$ cat config.mk
export PLATFORM = sky130hd
export DESIGN_NAME = regfile_scoreboard
export DESIGN_NICKNAME = d
export VERILOG_FILES = /design/src/rtl/regfile_scoreboard.sv
export SDC_FILE = /design/constraint.sdc
export NUM_CORES = 2
export LEC_CHECK = 0
export BUFFER_PORTS_ARGS = -buffer_cell sky130_fd_sc_hd__buf_2
export CORE_MARGIN = 5
export CORE_UTILIZATION = 50
export DETAILED_ROUTE_END_ITERATION = 12
export PLACE_DENSITY = 0.63
export SETUP_SLACK_MARGIN = 0.1
export SLEW_MARGIN = 15
export SYNTH_ARGS = -nofsm -noshare
export SYNTH_HDL_FRONTEND = slang
export SYNTH_SLANG_ARGS = --single-unit
$ cat constraint.sdc
create_clock -name clk -period 5.4 [get_ports clk]
set_input_delay 0.54 -clock clk [delete_from_list [all_inputs] [get_ports clk]]
set_output_delay 0.54 -clock clk [all_outputs]
set_load 0.02 [all_outputs]
$ cat src/rtl/regfile_scoreboard.sv
// 32 x 64-bit integer register file with write-first bypass on both read ports,
// plus per-register saturating pending-write counters used by decode for RAW/issue control.
module regfile_scoreboard #(
  parameter int unsigned NREG   = 32,
  parameter int unsigned PEND_W = 2
) (
  input  logic                     clk,
  input  logic                     reset,
  input  logic [$clog2(NREG)-1:0]  rs1,
  input  logic [$clog2(NREG)-1:0]  rs2,
  output logic [63:0]              rdata1,
  output logic [63:0]              rdata2,
  output logic                     rs1_busy,
  output logic                     rs2_busy,
  input  logic                     issue_valid,
  input  logic                     issue_wen,
  input  logic [$clog2(NREG)-1:0]  issue_rd,
  output logic                     issue_ready,
  input  logic                     wb_valid,
  input  logic                     wb_wen,
  input  logic [$clog2(NREG)-1:0]  wb_rd,
  input  logic [63:0]              wb_wd,
  input  logic                     flush,
  output logic                     pending_any
);

  localparam int unsigned AW = $clog2(NREG);
  localparam logic [PEND_W-1:0] CNT_MAX = '1;

  logic [63:0]       regs    [NREG];
  logic [PEND_W-1:0] cnt     [NREG];
  logic [PEND_W-1:0] cntNext [NREG];

  logic retire;
  logic issueAccept;

  assign retire      = wb_valid & wb_wen & (wb_rd != '0);
  assign issue_ready = !(issue_wen && (issue_rd != '0) && (cnt[issue_rd] == CNT_MAX));
  assign issueAccept = issue_valid & issue_ready & issue_wen & (issue_rd != '0);

  always_comb begin
    rdata1 = '0;
    if (rs1 != '0) rdata1 = (retire && (wb_rd == rs1)) ? wb_wd : regs[rs1];
  end

  always_comb begin
    rdata2 = '0;
    if (rs2 != '0) rdata2 = (retire && (wb_rd == rs2)) ? wb_wd : regs[rs2];
  end

  // A register whose last outstanding write retires this cycle is already free to read.
  assign rs1_busy = (rs1 != '0) && (cnt[rs1] != '0) &&
                    !(retire && (wb_rd == rs1) && (cnt[rs1] == PEND_W'(1)));
  assign rs2_busy = (rs2 != '0) && (cnt[rs2] != '0) &&
                    !(retire && (wb_rd == rs2) && (cnt[rs2] == PEND_W'(1)));

  always_comb begin
    pending_any = 1'b0;
    for (int unsigned i = 0; i < NREG; i++) begin
      pending_any = pending_any | (cnt[i] != '0);
    end
  end

  // Issue and retire to the same register cancel; retiring an idle register leaves it at 0.
  always_comb begin
    for (int unsigned i = 0; i < NREG; i++) begin
      cntNext[i] = cnt[i];
      if (flush) begin
        cntNext[i] = '0;
      end else begin
        if (issueAccept && (issue_rd == AW'(i)) && !(retire && (wb_rd == AW'(i)))) begin
          cntNext[i] = cnt[i] + PEND_W'(1);
        end else if (retire && (wb_rd == AW'(i)) &&
                     !(issueAccept && (issue_rd == AW'(i))) && (cnt[i] != '0)) begin
          cntNext[i] = cnt[i] - PEND_W'(1);
        end
      end
    end
  end

  always_ff @(posedge clk) begin
    if (reset) begin
      for (int unsigned i = 0; i < NREG; i++) begin
        regs[i] <= '0;
        cnt[i]  <= '0;
      end
    end else begin
      if (retire) regs[wb_rd] <= wb_wd;
      for (int unsigned i = 0; i < NREG; i++) begin
        cnt[i] <= cntNext[i];
      end
    end
  end

endmodule

Word level (Yosys, flattened, before mapping)
Memory sizes are Yosys's and may differ from the RTL's.
Index checks and enable logic that the tools add are counted.
- logic and storage cells: 620
- output and inout bits: 132
- bits of input ports: 91
- memory bits (writable): 2112
- register bits: 0
- memories kept: 2
- reduce and logical (&&, ||, !) cells: 278
- add/sub/neg operators: 64
- muxes and demuxes: 141
- bitwise logic cells: 68
- equal/unequal tests: 67
- memories (memory ; words ; width ; rd ports ; clocked after Yosys merged registers in ; wr ports ; RTL line ; RTL):
    regs ; 32 ; 64 ; 2 ; 0 ; 32 ; 30 ; logic [63:0] regs [NREG];
    cnt ; 32 ; 2 ; 35 ; 0 ; 32 ; 31 ; logic [PEND_W-1:0] cnt [NREG];
- operators with widths (operator ; number):
    64-bit two-way mux ; 5
    2-bit two-way mux ; 128
    1-bit logical AND ; 170
    5-bit equality test, second input constant ; 32
    5-bit by 4-bit equality test with 1-bit output, second input constant ; 16
    2-bit nonzero test ; 34
    1-bit logical NOT ; 67
    2-bit by 1-bit adder with 2-bit output, second input constant ; 32
    64-bit OR reduction ; 1
    2-bit by 1-bit subtractor with 2-bit output, second input constant ; 32
    1-bit bitwise OR ; 63
    5-bit by 3-bit equality test with 1-bit output, second input constant ; 8
    5-bit by 2-bit equality test with 1-bit output, second input constant ; 4
    5-bit nonzero test ; 4
    5-bit by 1-bit equality test with 1-bit output, second input constant ; 2
    5-bit equality test ; 2
    5-bit logical NOT ; 2
    1-bit two-way mux ; 7
    1-bit bitwise AND ; 5
    5-bit two-way mux ; 1
    2-bit by 1-bit equality test with 1-bit output, second input constant ; 2
    2-bit equality test, second input constant ; 1

Logic depth before layout (Yosys ltp)
- word-level depth: 32
- gate-level depth with buffers: 10
- mapped depth without buffers: 6

Worst setup path after synthesis
No wires, ideal clock.
- kind: input to register
- from: input port wb_rd[3]
- to: memory regs[1][0] (enable)
- required time: 4.901 ns
- buffers on the path: 2
- stages: 4
- setup slack: 0.625 ns
- arrival: 4.275 ns
- setup time: 0.499 ns
- cell sequence: clkbuf_1 or2_2 clkbuf_1 o21bai_1
- RTL lines (item ; RTL line ; RTL):
    start: declaration ; 21 ; input logic [$clog2(NREG)-1:0] wb_rd,
    end: declaration ; 30 ;

Final worst setup path
- from: input port wb_rd[3]
- to: output port rdata1[16]
- cells in the longest elaborated chain, start to end: 5
- ends and longest elaborated chain (item ; RTL line ; RTL):
    5-bit nonzero test ; 37 ; assign retire = wb_valid & wb_wen & (wb_rd != '0);
    1-bit bitwise AND ; 37 ;
    1-bit logical AND (*) ; 43 ; if (rs1 != '0) rdata1 = (retire && (wb_rd == rs1)) ? wb_wd : regs[rs1];
    64-bit two-way mux (*) (2 in series) ; 43 ;
    end: declaration ; 11 ; output logic [63:0] rdata1,
Mark *: on every way between the ends. The rest lies on a longest branch, timed or not.

==> metrics.yaml <==
grt_max_degree: 85
syn-cell-area_mm2: 0.115
num_rows: 175
hpwl_mm: 224
nets: 7230
clk_pin_slew_ns: 0.07
grt_pass1_vias: 72300
root_buffer: "clkbuf_16"
cts_tree: "built"
cp-start-kind: "input pin"
fin_tns_setup_ns: 0
power_leakage_nw: 43.3
die_height_um: 489
ff2ff_setup_slack_ns: 2.79
worst_slack_ns: 0.805
cts_resized: 0
crit_path_end_kind: "primary output"
fin_area_mm2: 0.128
start_util_pct: 50.3
area_delta_synth_final_pct: 11.4
cts.path.max_buffers: 3
final_cell_mix: "edfxtp_1, and2_1, mux4_2, clkbuf_16, buf_2"
ys.flop_type: "edfxtp_1"
r2r_end: "cnt[24][0]"
hold_viol: 0
io_buffers: 222
setup_violations: 0
r2r_cells: 6
layout_commonest_cell: "edfxtp_1"
dr.pass1.iters: 6
tightest_slew_ns: 1.29
synth_edf_count: 2048
insertion_delay_ns: 0.90
ys_ff_latch: 2112
rsz0062_at_grt: "no"
fmax_mhz: 218
dpl-instance-area_mm2: 0.120
vias: 72800
ios: 223
path_class: "in -> out"
fp.dieW_um: 489
cts_max_level: 4
core_area_mm2: 0.228
r2r-start: "cnt[17][0]"
fin_crit_sh_pct: 85.1
track_usage_pct: 34.4
slew_headroom_pct: 13.5
die-area_mm2: 0.239
cp_max_fo: 14
hold_end: "regs[0][46]"
slew_violations: 0
syn_inst: 7162
layout-drive-gt1-share_pct: 30.2
worstPathRequired_ns: 4.86
ant_nets: 0
period_needed_ns: 4.60
p_per_area_mw_per_mm2: 317
wl_mm: 411
cap_violations: 0
gp_congestion: 0.877
syn_avg_cell_area_um2: 16.0
hold_path_depth: 1
skew_ns: 0.0348
yosysSeqAreaShare_pct: 54.8
numCtsBuffers: 232
peakVddDrop_v: 0.000340
place_ws_ns: 0.910
drc_errors: 0
overflow: 0
wire_per_inst_um: 39.6
dp.cells: 9913
hold_start: "reset"
drt_iter0_drc: 12200
post_cts_buffers: 0
grt_pass1_wl_mm: 569
hp-class: "in -> reg"
synthArstFlopShare_pct: 0
hold_buffers: 0
antenna_found_initial: 49
viasPerCell: 7.01
yosysWarningCount: 0
status: "finished clean"
synth_cell_types: 66
crit_arrival_ns: 4.06
fin_cells: 10400
cts.sinks: 2112
## power by group
group | switching [W] | total (W) | internal [W]
clock network | 0.00686 | 0.0160 | 0.00915
logic | 0.00291 | 0.00516 | 0.00224
registers | 0.000419 | 0.0192 | 0.0188
## sequential cells by signal, summed over array words and instances, names as in the netlist
signal / count
regs: 2048
cnt: 64
## kinds of logic (layout without fill, tap and decap cells)
group                    count (synthesis)  count (layout)  share of synthesized area (%)
AO/OA/AOI/OAI                          305             305                           1.93
XOR/XNOR                                18              18                          0.138
adder cells (fa/ha/maj)                  1               1                         0.0109
buffers and inverters                  797             911                           2.77
flip-flops                            2112            2112                           54.8
multiplexers                          1468            1468                           27.4
other                                    1              99                        0.00327
AND/OR/NAND/NOR                       2460            2460                           12.9
## Yosys cell counts (12+ instances only)
master    count  area [µm²]
nand3_1      43         215
o21ai_0      33         165
clkbuf_1    598        2240
buf_1        57         214
nand2_1      65         244
inv_1        13        48.8
a21oi_1      37         185
a211oi_1    150        1130
xor2_1       12         105
nand4_1      12        75.1
nor2_1      181         679
dfxtp_1      64        1280
buf_2       124         621
edfxtp_1   2048       61500
mux2i_1     129        1290
nand2b_1     43         269
nor4_1       18         113
nor3_1       46         230
mux4_2     1329       29900
and2_1     1992       12500
## stage by stage
step           util [%]  hold WS [ns]  power [W]
6_report           56.0         0.189     0.0404
4_1_cts            56.0         0.117     0.0404
2_1_floorplan         -         0.454     0.0227
5_1_grt            56.0         0.147     0.0414
3_3_place_gp       52.7         0.470     0.0246
3_5_place_dp       52.7         0.495     0.0247
## layer usage
layer  vias up  wire, µm  track usage [%]
met3      1166     48000             7.02
met1     38000    146000             45.5
met4        14     22600             16.4
met5         -        91                0
met2      5518    195000             55.0
li1      28000         -                -
## critical path: stages
cell	delay [ns]
buf_2	0.20
or2_2	0.42
o211ai_1	0.19
nor4_1	0.57
nand3_4	0.51
buf_4	0.40
a211oi_1	0.77
buf_4	0.26
buf_2	0.16
## area by class of cell
type                            count  area [µm²]
Clock buffer                      278        6040
Multi-Input combinational cell   4316       49300
Fill cell                       17700      100000
Sequential cell                  2112       62800
Timing Repair Buffer              462        4110
Antenna cell                       35        87.6
Tap cell                         3009        3760
Inverter                           14        52.6
Clock inverter                    157        1440
## worst max-delay path by stage
| stage | from | endpoint | slack (ns) |
|---|---|---|---|
| 6_report | wb_rd[3] | rdata1[16] | 0.80 |
| 5_1_grt | wb_rd[3] | rdata1[16] | 0.79 |
| 4_1_cts | wb_rd[2] | rdata1[16] | 0.90 |
| 3_5_place_dp | wb_rd[2] | rdata2[35] | 0.91 |
| 3_3_place_gp | wb_rd[3] | rdata1[16] | 0.90 |
| 2_1_floorplan | wb_rd[3] | regs[1][0] | 0.63 |
(Power assumes the default switching activity.)
